**src/rtl/neuron_accum_seq.sv**
```systemverilog
// Bias-plus-products accumulator for one MLP neuron.
// One shared ripple adder, saturating result, valid/ready on both sides.
module ripple_adder #(
  parameter int BITS = 24
) (
  input  logic [BITS-1:0] a,
  input  logic [BITS-1:0] b,
  input  logic            cin,
  output logic [BITS-1:0] sum,
  output logic            cout
);

  for (genvar i = 0; i < BITS; i++) begin : g_bit
    logic ci;
    logic co;
    if (i == 0) begin : g_lsb
      assign ci = cin;
    end else begin : g_mid
      assign ci = g_bit[i-1].co;
    end
    assign sum[i] = a[i] ^ b[i] ^ ci;
    assign co = (a[i] & b[i]) | (ci & (a[i] ^ b[i]));
  end

  assign cout = g_bit[BITS-1].co;

endmodule

module neuron_accum_seq #(
  parameter int DATA_BITS  = 16,
  parameter int ACC_BITS   = 24,
  parameter int NUM_INPUTS = 16
) (
  input  logic                 clk,
  input  logic                 rst_n,
  input  logic                 start,
  input  logic [DATA_BITS-1:0] bias,
  output logic                 busy,
  input  logic                 in_valid,
  input  logic [DATA_BITS-1:0] in_data,
  output logic                 in_ready,
  output logic                 out_valid,
  output logic [ACC_BITS-1:0]  out_data,
  output logic                 out_sat,
  input  logic                 out_ready
);

  localparam int CNT_BITS = $clog2(NUM_INPUTS + 1);
  localparam int MSB = ACC_BITS - 1;

  typedef enum logic [1:0] {
    IDLE,
    ACCUM,
    DONE
  } state_t;

  state_t state_q;
  state_t state_d;

  logic [ACC_BITS-1:0] acc_q;
  logic [CNT_BITS-1:0] cnt_q;
  logic                sat_q;

  logic [ACC_BITS-1:0] bias_ext;
  logic [ACC_BITS-1:0] in_ext;
  logic [ACC_BITS-1:0] sum;
  logic [ACC_BITS-1:0] sat_val;
  logic                unused_cout;
  logic                ovf;
  logic                accept;
  logic                last;

  assign bias_ext = ACC_BITS'($signed(bias));
  assign in_ext   = ACC_BITS'($signed(in_data));

  ripple_adder #(
    .BITS(ACC_BITS)
  ) u_add (
    .a   (acc_q),
    .b   (in_ext),
    .cin (1'b0),
    .sum (sum),
    .cout(unused_cout)
  );

  // Same-sign operands with a flipped result sign means overflow.
  assign ovf = (acc_q[MSB] == in_ext[MSB]) && (sum[MSB] != acc_q[MSB]);
  assign sat_val = acc_q[MSB] ? {1'b1, {MSB{1'b0}}} : {1'b0, {MSB{1'b1}}};

  assign accept = in_valid && (state_q == ACCUM);
  assign last   = (cnt_q == CNT_BITS'(NUM_INPUTS - 1));

  always_comb begin
    state_d   = state_q;
    in_ready  = 1'b0;
    busy      = 1'b0;
    out_valid = 1'b0;
    unique case (state_q)
      IDLE: begin
        if (start) state_d = ACCUM;
      end
      ACCUM: begin
        in_ready = 1'b1;
        busy     = 1'b1;
        if (in_valid && last) state_d = DONE;
      end
      DONE: begin
        out_valid = 1'b1;
        busy      = 1'b1;
        if (out_ready) state_d = IDLE;
      end
      default: state_d = IDLE;
    endcase
  end

  always_ff @(posedge clk) begin
    if (!rst_n) begin
      state_q <= IDLE;
      acc_q   <= '0;
      cnt_q   <= '0;
      sat_q   <= 1'b0;
    end else begin
      state_q <= state_d;
      if (state_q == IDLE && start) begin
        acc_q <= bias_ext;
        cnt_q <= '0;
        sat_q <= 1'b0;
      end else if (accept) begin
        acc_q <= ovf ? sat_val : sum;
        cnt_q <= cnt_q + CNT_BITS'(1);
        if (ovf) sat_q <= 1'b1;
      end
    end
  end

  assign out_data = out_valid ? acc_q : '0;
  assign out_sat  = out_valid & sat_q;

endmodule

```
**config.mk**
```make
export PLATFORM = sky130hd
export DESIGN_NAME = neuron_accum_seq
export DESIGN_NICKNAME = d
export VERILOG_FILES = /design/src/rtl/neuron_accum_seq.sv
export SDC_FILE = /design/constraint.sdc
export NUM_CORES = 1
export LEC_CHECK = 0
export CORE_UTILIZATION = 31
export DETAILED_ROUTE_END_ITERATION = 7
export PLACE_DENSITY = 0.65
export SKIP_CTS_REPAIR_TIMING = 1
export SYNTH_ARGS = -nofsm -noshare
export SYNTH_HDL_FRONTEND = slang
export SYNTH_SLANG_ARGS = --single-unit
```
**constraint.sdc**
```tcl
create_clock -name clk -period 16.27 [get_ports clk]
set_input_delay 1.627 -clock clk [delete_from_list [all_inputs] [get_ports clk]]
set_output_delay 1.627 -clock clk [all_outputs]
set_load 0.01 [all_outputs]
```
==> results of run 1 <==
power by group through the flow:
stage / clock network, uW / registers [uW] / logic (uW)
2_1_floorplan: 0 / 116 / 157
3_3_place_gp: 0 / 126 / 197
3_5_place_dp: 0 / 126 / 203
4_1_cts: 66.1 / 124 / 204
5_1_grt: 69.3 / 128 / 235
6_report: 64.6 / 124 / 202
cell usage after synthesis, drive strengths merged (2+ instances only):
cell / n / area share
and2: 27 / 0.070
nand2b: 2 / 0.0083
nor2: 13 / 0.020
a21o: 17 / 0.053
clkbuf: 7 / 0.011
inv: 10 / 0.016
mux2i: 2 / 0.0083
dfxtp: 32 / 0.27
a211o: 5 / 0.018
ha: 7 / 0.036
a21oi: 42 / 0.087
buf: 12 / 0.034
and3: 2 / 0.0052
xor2: 2 / 0.0073
nand2: 33 / 0.053
a22oi: 4 / 0.012
o21ai: 30 / 0.062
fa: 22 / 0.18
o22ai: 2 / 0.0052
cells by family after synthesis:
kind of cell | Yosys count | share of synthesized area
and+or+nand+nor | 81 | 0.171
muxes | 2 | 0.00833
AOI/OAI and AO/OA | 106 | 0.262
buffers and inverters | 29 | 0.0614
DFF | 32 | 0.267
adders and majority gates | 29 | 0.220
xor gates and xnor gates | 3 | 0.0109
metal layers:
layer	vias up	wire (um)	part of all wire
met5	-	0	0
met4	0	69	0.011
met3	7	262	0.043
met2	57	2830	0.46
met1	1006	2960	0.48
li1	1063	-	-
final cells by class:
type                            instances  area share
Multi-Input combinational cell        221       0.513
Sequential cell                        32       0.203
Timing Repair Buffer                   64       0.203
Tap cell                               99      0.0393
Clock buffer                            8      0.0286
Inverter                               10      0.0119
critical path, delay by kind of cell:
kind            cells  cell delay, ns
fa+ha+maj          23            8.66
simple gates        2            0.56
buf+inv             3            0.53
compound gates      2            0.28
state kept, by name, summed over array words and instances (netlist names):
| register | count |
|---|---|
| sat_q | 1 |
| cnt_q | 5 |
| state_q | 2 |
| acc_q | 24 |
per-stage QoR:
stage | cell area (um^2) | util | power [uW] | hold slack [ns]
6_report | 3150 | 0.427 | 391 | 0.488
5_1_grt | 3150 | 0.427 | 433 | 0.506
4_1_cts | 3150 | 0.427 | 395 | 0.483
3_5_place_dp | 3060 | 0.415 | 329 | 0.474
3_3_place_gp | 3060 | 0.415 | 323 | 0.450
2_1_floorplan | 2400 | - | 273 | 0.429
final timing paths:
check / from / endpoint / slack, ns
worst max-delay path: in_data[0] / acc_q[23] / 4.77
worst min-delay path: cnt_q[1] / cnt_q[1] / 0.49
worst max register to register: acc_q[0] / acc_q[23] / 6.21
worst min register to register: cnt_q[1] / cnt_q[1] / 0.49
==> impl_results.md, run 1 <==
* Status: finished clean
* Drt pass-1 iters at 5
* Most frequent cells in the layout: clkdlybuf4s50_1 (64), a21oi_1 (42), nand2_1 (32), dfxtp_1 (32), o21ai_0 (28)
* Dpl cells at 426
* TritonCTS clock tree: yes
* Boundary Pins at 65
* Multi-input combinational cell area at 1620 um^2
* Initial antenna violation count at 0
* Die span in y at 90.1 um
* Tightest Pin Transition at 1.01 ns
* CORE AREA at 7370 um^2
* #FFs+latches synth at 32
* First-pass GRT wire length at 10800 um
* Area Overhead vs Synth at 31.0%
* Overflow after GRT at 0
* Synth Instances at 282
* Clock root cell: clkbuf_8
* Mapped Area at 2400 um^2
* Most common cell after layout, fill and taps aside: clkdlybuf4s50_1
* Netlist cell types at 36
* Fillers at 741
* Vias at 2133
* Die W at 90.1 um
* FF+latch area at 641 um^2
* CP peak stage delay at 0.44 ns
* Leakage at 0.00122 uW
* WHS Path Cells at 2
* Sequential area share after synthesis at 0.267
* Crit path launch type: primary input
* Final Hold Viols at 0
* Setup ws final at 4.77 ns
* Final period demand of the worst path at 11.50 ns
* Clock power frac at 0.165
* Routability cong. at 0.776
* Final #Nets at 400
* Pins Over Slew Limit at 0
* Crit Path Max Fanout at 23
* Worst slew margin at 0.327
* Comb power frac at 0.517
* Max_cap viols at 0
* Net Sw Frac at 0.420
* Syn. warnings at 0
* I/O Buffers at 64
* GRT Max-Usage Layer: met2
* Max VDD drop at 0.0000540 V
* Max Clk Rate at 0.0870 GHz
* Final setup violation count at 0
* Worst reg-to-reg path cell count at 29
* Number of enable flip-flop cells after synthesis at 0
* Drt first-iter violations at 87
* Async set-or-reset flop fraction in the synthesized netlist at 0
* H-tree depth at 2
* Switching power at 164 uW
* Final ANT Viol Nets at 0
* Synthesized area per cell at 8.52 um^2
* Worst-Skew Late Latency at 0.29 ns
* Initial Util at 0.326
* WL/cell at 14.1 um
* DP Wirelength at 4420 um
* Hold WC Path Type: reg2reg
* Vias in the first global route at 2201
* Cell Int Power at 227 uW
* Reg power frac at 0.318
* Largest net degree at the start of global routing at 30
* Place WS at 4.45 ns
* ANT cells at 0
* Tot GR Track Use at 0.164
* Sink Count at 32
* WL final at 6120 um
* PwrDens at 124 nW/um^2
* Remaining DRCs at 0
* Critical setup path kind: in2reg
* Share of post-route cells with drive strength above 1 at 0.0299
* Clock Tree Buf Depth at 2
* Final period utilization at 0.707
* Unrepaired setup endpoints after global routing: no
* Worst path most repeated cell: fa_1
* Worst setup EP type: flop
* Slowest-stage cell, CP: fa_1
* Die area at 8110 um^2
* Worst path arrival time at 11.66 ns
* GRT met3 Usage at 0.0330
* Setup Total Neg Slack at 0 ns
* Post-Syn Nets at 348
* CTS clk-pin slew, worst paths at 0.07 ns
* Ys flop type: dfxtp_1
* Number of core rows at 31
* Clk_skew at 0.00660 ns
* Via/cell ratio at 4.91
* Finished Layout Cells at 434
* M2 GR Usage at 0.260
* Met1 Use GR at 0.226
* TritonCTS buffer count at 5
* CP Data Required Time at 16.44 ns
No activity file was read; power rests on OpenSTA's default activity.
==> run 2: changes to the inputs <==
==> constraint.sdc (replaced) <==
create_clock -name clk -period 10.92 [get_ports clk]
set_input_delay 1.092 -clock clk [delete_from_list [all_inputs] [get_ports clk]]
set_output_delay 1.092 -clock clk [all_outputs]
set_load 0.01 [all_outputs]
==> run 2 against run 1 <==
Effect of this change:
- non-clock buffer count rose by 3
- clock-buffer cell count fell by 1
- first-iteration DRC count decreased by 1.1%
- global-route usage decreased by 0.30 points
- die area unchanged
- highest routed layer unchanged
- largest cell class unchanged
==> impl_results.md, run 2 (same netlist as run 1, synthesis figures left out) <==
* Status: finished clean
* Top Registers: acc_q (24), cnt_q (5), state_q (2)
* Clock root cell: clkbuf_8
* Die W at 90.1 um
* First-pass GRT wire length at 10500 um
* Overflow after GRT at 0
* Reg power frac at 0.310
* Die area at 8110 um^2
* TritonCTS buffer count at 5
* Final setup violation count at 0
* Remaining DRCs at 0
* Boundary Pins at 65
* Worst reg-to-reg path cell count at 29
* CTS clk-pin slew, worst paths at 0.07 ns
* Final Hold Viols at 0
* Most frequent cells in the layout: clkdlybuf4s50_1 (64), a21oi_1 (42), nand2_1 (32), dfxtp_1 (32), and2_1 (27)
* Critical setup path kind: in2reg
* I/O Buffers at 64
* WL/cell at 14.2 um
* Die span in y at 90.1 um
* Sink Count at 32
* ANT cells at 0
* PwrDens at 187 nW/um^2
* Clock power frac at 0.162
* Vias at 2127
* Initial antenna violation count at 0
* Net Sw Frac at 0.421
* Initial Util at 0.326
* CORE AREA at 7370 um^2
* Worst setup EP type: flop
* Final ANT Viol Nets at 0
* Slowest-stage cell, CP: clkdlybuf4s50_1
* Clock Tree Buf Depth at 2
* Max_cap viols at 0
* Leakage at 0.00123 uW
* Comb power frac at 0.528
* Final period utilization at 0.971
* Setup Total Neg Slack at 0 ns
* Hold WC Path Type: reg2reg
* Pins Over Slew Limit at 0
* Via/cell ratio at 4.87
* Largest net degree at the start of global routing at 30
* Number of core rows at 31
* Largest Register: acc_q
* Drt first-iter violations at 86
* Max FFs per register at 24
* WL final at 6180 um
* WP buf/inv at 3
* Worst path arrival time at 10.77 ns
* Worst path most repeated cell: fa_1
* Stages on the worst setup path at 30
* Tightest Pin Transition at 1.06 ns
* TritonCTS clock tree: yes
* Final period demand of the worst path at 10.60 ns
* CP Data Required Time at 11.09 ns
* H-tree depth at 2
* Finished Layout Cells at 437
* Flop2flop setup slack at 1.25 ns
* Worst slew margin at 0.291
* Most common cell after layout, fill and taps aside: clkdlybuf4s50_1
* Crit Path Max Fanout at 22
* Top delay family on crit path: adder cells
* Share of post-route cells with drive strength above 1 at 0.0592
* Crit path launch type: primary input
* Vias in the first global route at 2197
* DP Wirelength at 4350 um
* Max Clk Rate at 0.0944 GHz
* Area Overhead vs Synth at 33.3%
* Worst r2r src: acc_q[0]
* Final #Nets at 403
* Switching power at 252 uW
* CP startpoint: in_data[0]
* CP peak stage delay at 0.43 ns
* Clk_skew at 0.00916 ns
* Cell Int Power at 346 uW
* Dpl cells at 429
* Tot GR Track Use at 0.161
* Max VDD drop at 0.0000789 V
* Worst-Skew Late Latency at 0.29 ns
* Critical R2R Capture: acc_q[14]
* Crit path to: acc_q[14]
* Drt pass-1 iters at 4
* Routability cong. at 0.797
[run 2: changes by cell type in the layout (fill, tap and decap cells not counted), sizes merged]
| cell | before | now |
|---|---|---|
| buf | 0 | 3 |
| clkbuf | 8 | 7 |
| clkinvlp | 0 | 1 |
[run 2: worst min path at each step]
stage,from,to,cells after the start
after floorplan,sat_q,sat_q,2
after global placement,sat_q,sat_q,2
after detailed placement,sat_q,sat_q,2
after CTS,cnt_q[1],cnt_q[1],2
after global routing,sat_q,sat_q,2
final,cnt_q[1],cnt_q[1],2
[run 2: stage by stage]
stage	util	hold slack (ns)	power [uW]	worst slack, ns	cell area, um^2
floorplan	-	0.429	406	0.656	2400
global placement	0.418	0.456	485	-0.000722	3080
detailed placement	0.418	0.476	495	-0.225	3080
CTS	0.431	0.485	594	0.0689	3170
global route	0.435	0.522	657	-0.00919	3200
finish	0.435	0.483	598	0.322	3200
[run 2: worst min-delay path, cell delays in order (launching register included)]
cell and delay, ns:
dfxtp_1 0.33, nand2_1 0.06, a21oi_1 0.05
[run 2: area by class of cell]
type	instances	area (um^2)
Inverter	10	37.5
Tap cell	99	124
Clock buffer	7	86.3
Clock inverter	1	7.51
Sequential cell	32	641
Timing Repair Buffer	67	667
Multi-Input combinational cell	221	1640
Fill cell	741	4170
[run 2: power groups by stage]
stage	Sequential (uW)	Clock (uW)	Combinational [uW]
after detailed placement	188	0	307
after global placement	188	0	298
after global routing	191	105	361
after floorplan	173	0	234
final	186	96.6	316
after CTS	185	99.3	309
[run 2: layer usage]
metal,wire length (um),up-vias,share of wire,track usage
met5,0,-,0,0
met2,2940,51,0.48,0.258
met4,129,0,0.021,0.0672
met3,212,10,0.034,0.0279
li1,-,1069,-,-
met1,2900,997,0.47,0.213
==> run 3: changes to the inputs <==
--- a/config.mk
+++ b/config.mk
@@ -5,9 +5,10 @@
 export SDC_FILE = /design/constraint.sdc
 export NUM_CORES = 1
 export LEC_CHECK = 0
+export ABC_AREA = 1
 export CORE_UTILIZATION = 31
 export DETAILED_ROUTE_END_ITERATION = 7
-export PLACE_DENSITY = 0.65
+export PLACE_DENSITY = 0.66
 export SKIP_CTS_REPAIR_TIMING = 1
 export SYNTH_ARGS = -nofsm -noshare
 export SYNTH_HDL_FRONTEND = slang
==> run 3 against run 2 <==
Effect of this change:
- worst hold slack worse by 0.027 ns
- sequential share of layout area up 0.43 points
- critical path depth up 1
- sequential power up 12%
- combinational power up 38%
- largest power group unchanged
==> impl_results.md, run 3 <==
* Max Clk Rate at 0.0952 GHz
* Overflow after GRT at 0
* TritonCTS clock tree: yes
* Worst Hold Launch: sat_q
* Final #Nets at 427
* CP peak stage delay at 0.43 ns
* Crit Path Max Fanout at 20
* Dpl cells at 447
* Finished Layout Cells at 458
* Critical R2R Capture: acc_q[3]
* Die area at 7690 um^2
* Vias in the first global route at 2031
* Final period utilization at 0.962
* Initial Util at 0.328
* Worst r2r src: acc_q[0]
* CORE AREA at 6940 um^2
* Sequential area share after synthesis at 0.281
* Sink Count at 32
* Max_cap viols at 0
* Remaining DRCs at 0
* Tightest Pin Transition at 1.07 ns
* Leakage at 0.00146 uW
* Worst-Skew Late Latency at 0.29 ns
* Syn. warnings at 0
* Hold WC Path Type: reg2reg
* Die span in y at 87.7 um
* Synth top cells by count: nand2_1 (93), inv_1 (42), dfxtp_1 (32)
* WL/cell at 12.6 um
* Synthesized area per cell at 7.64 um^2
* Slowest-stage cell, CP: fa_2
* Drt pass-1 iters at 4
* Die W at 87.7 um
* WL final at 5760 um
* Multi-input combinational cell area at 1440 um^2
* Clock Tree Buf Depth at 2
* Max VDD drop at 0.0000717 V
* Flop2flop setup slack at 1.31 ns
* DP Wirelength at 4020 um
* PwrDens at 236 nW/um^2
* Clk_skew at 0.00650 ns
* #FFs+latches synth at 32
* Critical setup path kind: in2reg
* Largest Register: acc_q
* Tot Pwr at 741 uW
* Worst path arrival time at 10.68 ns
* Final Hold Viols at 0
* Tot GR Track Use at 0.159
* CP Data Required Time at 11.10 ns
* Cell taking the most area after synthesis: dfxtp_1
* FF+latch area at 641 um^2
* Ys flop type: dfxtp_1
* Async set-or-reset flop fraction in the synthesized netlist at 0
* Synth Instances at 298
* WHS Endpoint: sat_q
* Share of post-route cells with drive strength above 1 at 0.0912
* Post-Syn Nets at 364
* Crit path launch type: primary input
* Count leader, synth: nand2_1
* Clock root cell: clkbuf_8
* Boundary Pins at 65
* Mapped Area at 2280 um^2
* Top post-synthesis cells by area: dfxtp_1 (28%), fa_1 (19%), nand2_1 (15%), inv_1 (6.9%), o21ai_0 (5.9%)
* Final period demand of the worst path at 10.50 ns
* Most common cell after layout, fill and taps aside: nand2_1
* H-tree depth at 2
* Number of enable flip-flop cells after synthesis at 0
* ANT cells at 0
* Worst setup EP type: flop
* Final ANT Viol Nets at 0
* Routability cong. at 0.767
* Unrepaired setup endpoints after global routing: no
* Via/cell ratio at 4.62
* CTS clk-pin slew, worst paths at 0.07 ns
* Vias at 2116
* WHS Path Cells at 2
* Largest net degree at the start of global routing at 31
* First-pass GRT wire length at 9470 um
* Most frequent cells in the layout: nand2_1 (92), clkdlybuf4s50_1 (64), inv_1 (42)
* Final instance area at 3140 um^2
* Top Registers: acc_q (24), cnt_q (5), state_q (2)
* Pins Over Slew Limit at 0
* Area Overhead vs Synth at 37.8%
* I/O Buffers at 64
* Fillers at 699
* Status: finished clean
* TritonCTS buffer count at 5
* Number of core rows at 30
* Worst path most repeated cell: fa_1
* Max FFs per register at 24
* Worst slew margin at 0.283
* Final setup violation count at 0
* Worst reg-to-reg path cell count at 30
* Netlist cell types at 25
* Post-synth top area share at 0.281
* Initial antenna violation count at 0
* Placed cell area at 2970 um^2
* Drt first-iter violations at 86
==> run 3: cell types whose count changed in the layout (fill, tap and decap cells not counted), sizes merged, moves of 3 or more <==
cell | before | now
nand3 | 0 | 9
nor2 | 13 | 10
inv | 10 | 46
a21oi | 42 | 31
a22oi | 4 | 0
and2 | 27 | 0
a21o | 17 | 0
nand2 | 33 | 95
o221ai | 0 | 4
a211o | 5 | 0
==> run 3: worst max-delay path by stage <==
stage / from / endpoint / slack [ns]
after floorplan: in_data[0] / acc_q[10] / 0.69
after global placement: in_data[0] / acc_q[23] / -0.07
after detailed placement: in_data[0] / acc_q[13] / -0.18
after CTS: in_data[0] / acc_q[2] / 0.05
after global routing: in_data[0] / acc_q[23] / 0.05
final: in_data[0] / acc_q[3] / 0.42
==> run 3: critical path: cells and delay by family <==
kind | cells | cell delay (ns)
AOI/OAI and AO/OA | 2 | 0.31
adders and majority gates | 23 | 8.42
buffers and inverters | 4 | 0.69
and+or+nand+nor | 2 | 0.14
==> run 3: metal layers <==
| layer | track usage | up-vias | part of all wire | wire length (um) |
|---|---|---|---|---|
| met5 | 0 | - | 0 | 0 |
| met2 | 0.279 | 64 | 0.49 | 2800 |
| met3 | 0.0358 | 7 | 0.063 | 363 |
| met1 | 0.197 | 982 | 0.44 | 2550 |
| met4 | 0.0402 | 0 | 0.0092 | 53 |
| li1 | - | 1063 | - | - |
==> run 3: through the flow <==
stage	utilization	TNS, ns	setup WS, ns	hold WS [ns]
final	0.452	0	0.416	0.457
after global routing	0.452	0	0.0504	0.475
after CTS	0.441	0	0.0452	0.460
after detailed placement	0.428	-3.22	-0.182	0.450
after global placement	0.428	-0.904	-0.0703	0.444
after floorplan	-	0	0.693	0.430
==> run 3: power by group <==
part	internal (uW)	leakage, uW	switching [uW]
combinational	191	0.00115	244
sequential	161	0.000264	48.1
clock	50.3	0.0000510	45.7
total	403	0.00146	338
==> run 3: cell type report <==
cell class | count | area share
clock inverters | 2 | 0.00319
flip-flops and latches | 32 | 0.204
multi-input cells | 210 | 0.458
well taps | 96 | 0.0383
inverters | 46 | 0.0566
clock buffers | 6 | 0.0263
repair buffers | 66 | 0.213
==> run 3: logic make-up (layout without fill, tap and decap cells) <==
| kind of cell | after synthesis | count (layout) | synth area share |
|---|---|---|---|
| adder cells (fa/ha/maj) | 29 | 29 | 0.232 |
| AND/OR/NAND/NOR | 113 | 116 | 0.205 |
| flip-flops | 32 | 32 | 0.281 |
| AO/OA/AOI/OAI | 64 | 64 | 0.160 |
| XOR/XNOR | 1 | 1 | 0.00385 |
| buffers and inverters | 59 | 120 | 0.118 |
==> patch 1 (config.mk and constraints of run 3) <==
The parameter `NUM_INPUTS` goes from 16 to 32.
--- a/src/rtl/neuron_accum_seq.sv
+++ b/src/rtl/neuron_accum_seq.sv
@@ -30,5 +30,5 @@
   parameter int DATA_BITS  = 16,
   parameter int ACC_BITS   = 24,
-  parameter int NUM_INPUTS = 16
+  parameter int NUM_INPUTS = 32
 ) (
   input  logic                 clk,
Function: no difference found for any inputs over 10 cycles, from zero or initial values and one cycle with rst_n low; that may be too few to reach the edited logic, so the function may still have changed.
==> patch 1 against run 3 <==
Setup slack lost 0.035 ns; sequential cell count increased by 1; wire length up 0.30%; total power decreased by 5.5%; synthesized area decreased by 0.44%; non-clock buffer count increased by 4; core utilization increased by 0.40 points; cell area is 0.88% higher; critical path type unchanged; largest power group unchanged.
==> patch 1: results (changes against run 3) <==
sequential share of the synthesized area -> 29.16% (was 28.15%)
M3 GR Usage -> 3.602% (was 3.582%)
worst IR drop on VDD -> 0.1343 mV (was 0.07169 mV)
gpl congestion -> 0.7552 (was 0.7671)
skew final -> 0.009942 ns (was 0.006496 ns)
pwr dens -> 221.2 mW/mm^2 (was 236.1 mW/mm^2)
total track usage -> 15.61% (was 15.89%)
post-synth cell types -> 27 (was 25)
buffering overhead -> 23.17% (was 21.30%)
CLK BUF -> 7 (was 6)
number of global-route vias before repair -> 2044 (was 2031)
seq_cells -> 33 (was 32)
CP Data Arrival Time -> 10.71 ns (was 10.68 ns)
post-synth net total -> 361 (was 364)
Syn Inst Count -> 296 (was 298)
worst r2r dst -> acc_q[23] (was acc_q[3])
flop2flop setup slack -> 1.27 ns (was 1.31 ns)
R2R depth -> 32 (was 30)
Clk Latency, worst-skew pair -> 0.29 ns (about the same)
Post-Route WL -> 5.779 mm (was 5.762 mm)
antenna violations before repair -> 0 (unchanged)
Initial DRC Count -> 96 (was 86)
CP max FO -> 6 (was 20)
status -> completed (unchanged)
antenna cells -> 0 (unchanged)
met1 Resource Use GR -> 19.41% (was 19.69%)
Non-CTS inverters -> 44 (was 46)
Multi-In Gates -> 205 (was 210)
worst relative slew slack -> 29.64% (was 28.32%)
GRT met2 Usage -> 27.34% (was 27.91%)
Final Net Count -> 424 (was 427)
fraction of area in multi-input gates -> 43.73% (was 45.83%)
final std cells w/o fill -> 456 (was 458)
first-pass GRT wire length -> 9.280 mm (was 9.473 mm)
Clk pin slew, worst setup/hold paths -> 0.07 ns (about the same)
largest net degree at the start of global routing -> 38 (was 31)
Largest regs -> acc_q: 24 flops, cnt_q: 6 flops, state_q: 2 flops (was acc_q: 24 flops, cnt_q: 5 flops, state_q: 2 flops)
Clock-cell share -> 3.203% (was 2.952%)
area post-placement -> 0.002988 sq mm (was 0.002969 sq mm)
layout cells sized above 1 -> 8.333% (was 9.116%)
hpwl dp -> 4.088 mm (was 4.020 mm)
number of non-clock buffers -> 70 (was 66)
Leak Pwr -> 1.503 nW (was 1.461 nW)
Synth area leaders -> dfxtp_1 29%, fa_1 19%, nand2_1 13%, inv_1 7.3%, a21oi_1 6.0% (was dfxtp_1 28%, fa_1 19%, nand2_1 15%, inv_1 6.9%, o21ai_0 5.9%)
Crit-path slowest cell -> clkdlybuf4s50_1 (was fa_2)
Placed Cells -> 446 (was 447)
fill cell count -> 701 (was 699)
FF/Latch Area -> 660.6 sq um (was 640.6 sq um)
top cells by instance count after synthesis -> 78 x nand2_1, 44 x inv_1, 33 x dfxtp_1 (was 93 x nand2_1, 42 x inv_1, 32 x dfxtp_1)
crit path launch -> in_data[0] (unchanged)
Via density -> 4.531 (was 4.620)
Max stage delay on crit path -> 0.40 ns (was 0.43 ns)
## patch 1: cell count changes after synthesis, sizes merged, moves of 3 or more
cell / delta
nand2: -14
nor2: +12
o221ai: +6
o21ai: -5
a21oi: -3
## patch 1: critical path, delay by kind of cell
kind	cells	cell delay, ns
AND/OR/NAND/NOR	4	0.33
adder cells (fa/ha/maj)	23	8.35
AO/OA/AOI/OAI	1	0.07
buffers and inverters	5	0.83
## patch 1: cell families after synthesis
group                    Yosys count  share of synthesized area [%]
AND/OR/NAND/NOR                  113                          20.49
AO/OA/AOI/OAI                     62                          15.96
buffers and inverters             58                          10.88
flip-flops                        33                          29.16
adder cells (fa/ha/maj)           28                          22.75
XOR/XNOR                           2                         0.7732
## patch 1: stage by stage
stage / total power [mW] / setup slack (ns)
final: 0.7001 / 0.3801
after global routing: 0.7786 / 0.01320
after detailed placement: 0.5842 / -0.2775
after CTS: 0.6927 / 0.02945
after floorplan: 0.4674 / 0.6601
after global placement: 0.5699 / -0.009201
## patch 1: report_power, final
group	internal, mW	switching, mW	total (mW)
clock network	0.0570	0.0470	0.104
registers	0.164	0.0447	0.209
logic	0.174	0.213	0.387
## patch 1: worst min-delay path by stage
stage           from  endpoint  slack [ns]  cells after the start
6_report       sat_q     sat_q        0.47                      1
5_1_grt        sat_q     sat_q        0.49                      1
4_1_cts        sat_q     sat_q        0.48                      1
3_5_place_dp   sat_q     sat_q        0.46                      1
3_3_place_gp   sat_q     sat_q        0.45                      1
2_1_floorplan  sat_q     sat_q        0.44                      1
## patch 1: routing by layer
layer | vias up | share of wire (%)
met4 | 0 | 0.66
met3 | 4 | 4.7
met1 | 967 | 46
met5 | - | 0
li1 | 1055 | -
met2 | 40 | 49
==> patch 2 (flow settings as in run 3) <==
Without the edit above. Encoding of `state_t`: now one-hot (3 bits for 3 states).
--- a/src/rtl/neuron_accum_seq.sv
+++ b/src/rtl/neuron_accum_seq.sv
@@ -49,8 +49,8 @@
   localparam int MSB = ACC_BITS - 1;
 
-  typedef enum logic [1:0] {
-    IDLE,
-    ACCUM,
-    DONE
+  typedef enum logic [2:0] {
+    IDLE  = 3'b001,
+    ACCUM = 3'b010,
+    DONE  = 3'b100
   } state_t;
 
Formal check against the unedited RTL: no difference found for any inputs over 10 cycles, from zero or initial values and one cycle with rst_n low; not proved beyond that.
==> patch 2 against run 3 <==
Non-clock buffer count is 7 higher; first-iteration DRC count up 35%; synthesized area up 8.0%; sequential cell count rose by 1; critical endpoint is now acc_q[0]; critical path depth rose by 1; cell area increased by 5.1%; die area increased by 7.8%; wire length up 9.8%; global-route usage up 0.27 points; setup slack got worse by 0.10 ns; via count increased by 10%.
Power is not compared: it rests on default switching activity, and its combinational part moved more than twofold at a synthesized area within 25%.
==> patch 2: results (changes against run 3) <==
Worst setup endpoint -> acc_q[0] (was acc_q[3])
gpl congestion -> 0.8420 (was 0.7671)
Max stage delay on crit path -> 0.41 ns (was 0.43 ns)
hold_ws -> 0.4650 ns (was 0.4565 ns)
post-synth cell types -> 24 (was 25)
area post-placement -> 0.003181 sq mm (was 0.002969 sq mm)
worst IR drop on VDD -> 0.06959 mV
Initial DRC Count -> 116 (was 86)
hpwl dp -> 4.601 mm (was 4.020 mm)
layout cells sized above 1 -> 8.738% (was 9.116%)
routed wire length per instance -> 12.30 microns (was 12.58 microns)
first-pass GRT wire length -> 10.67 mm (was 9.473 mm)
Placed Cells -> 505 (was 447)
compound-gate portion of the synthesized area -> 9.466% (was 16.00%)
fin crit period -> 10.61 ns (was 10.50 ns)
Synth area leaders -> dfxtp_1 27%, fa_1 18%, inv_1 8.7%, nand2_1 8.5%, nor2_1 8.2% (was dfxtp_1 28%, fa_1 19%, nand2_1 15%, inv_1 6.9%, o21ai_0 5.9%)
R2R depth -> 31 (was 30)
measured slew at the worst slew-check pin -> 1.091 ns (was 1.072 ns)
hold path endpoint -> cnt_q[3] (was sat_q)
total track usage -> 16.16% (was 15.89%)
Syn Inst Count -> 347 (was 298)
skew final -> 0.01258 ns (was 0.006496 ns)
sequential share of the synthesized area -> 26.87% (was 28.15%)
largest net degree at the start of global routing -> 43 (was 31)
xor/xnor cell area share of the yosys netlist -> 0% (was 0.3848%)
Clk Latency, worst-skew pair -> 0.29 ns (about the same)
Post-Route WL -> 6.324 mm (was 5.762 mm)
top cells by instance count after synthesis -> 57 x inv_1, 56 x nand2_1, 54 x nor2_1 (was 93 x nand2_1, 42 x inv_1, 32 x dfxtp_1)
CP Data Arrival Time -> 10.77 ns (was 10.68 ns)
mux cell area share after synthesis -> 0% (unchanged)
Via density -> 4.527 (was 4.620)
Crit-path slowest cell -> clkdlybuf4s50_1 (was fa_2)
Largest regs -> acc_q: 24 flops, cnt_q: 5 flops, state_q: 3 flops (was acc_q: 24 flops, cnt_q: 5 flops, state_q: 2 flops)
number of global-route vias before repair -> 2349 (was 2031)
Min-Delay Startpoint -> cnt_q[3] (was sat_q)
status -> completed (unchanged)
CP max FO -> 7 (was 20)
fraction of the mapped netlist area in adder cells -> 19.44% (was 23.20%)
dpl ws -> -0.2530 ns (was -0.1824 ns)
post-synth net total -> 409 (was 364)
Final Net Count -> 473 (was 427)
Num CTS Buffers -> 5 (unchanged)
flop2flop setup slack -> 1.25 ns (was 1.31 ns)
==> patch 2: power groups by stage <==
stage               registers (mW)  clock network (mW)  logic (mW)
floorplan                    0.158                   0       0.153
global placement             0.162                   0       0.199
detailed placement           0.163                   0       0.205
CTS                          0.160              0.0943       0.207
global route                 0.163               0.101       0.242
finish                       0.160              0.0925       0.209
==> patch 2: cell type report <==
| type | count | area (sq um) |
|---|---|---|
| inverters | 60 | 225.2 |
| clock buffers | 5 | 68.82 |
| multi-input cells | 238 | 1474 |
| repair buffers | 73 | 721.9 |
| clock inverters | 3 | 17.52 |
| flip-flops and latches | 33 | 660.6 |
| well taps | 102 | 127.6 |
| fillers | 809 | 4392 |
==> patch 2: metal layers <==
metal | global-route usage [%] | wire (microns) | vias up
li1 | - | - | 1193
met1 | 20.39 | 2887 | 1053
met2 | 26.89 | 2985 | 71
met3 | 4.188 | 348 | 10
met4 | 5.159 | 102 | 0
met5 | 0 | 0 | -
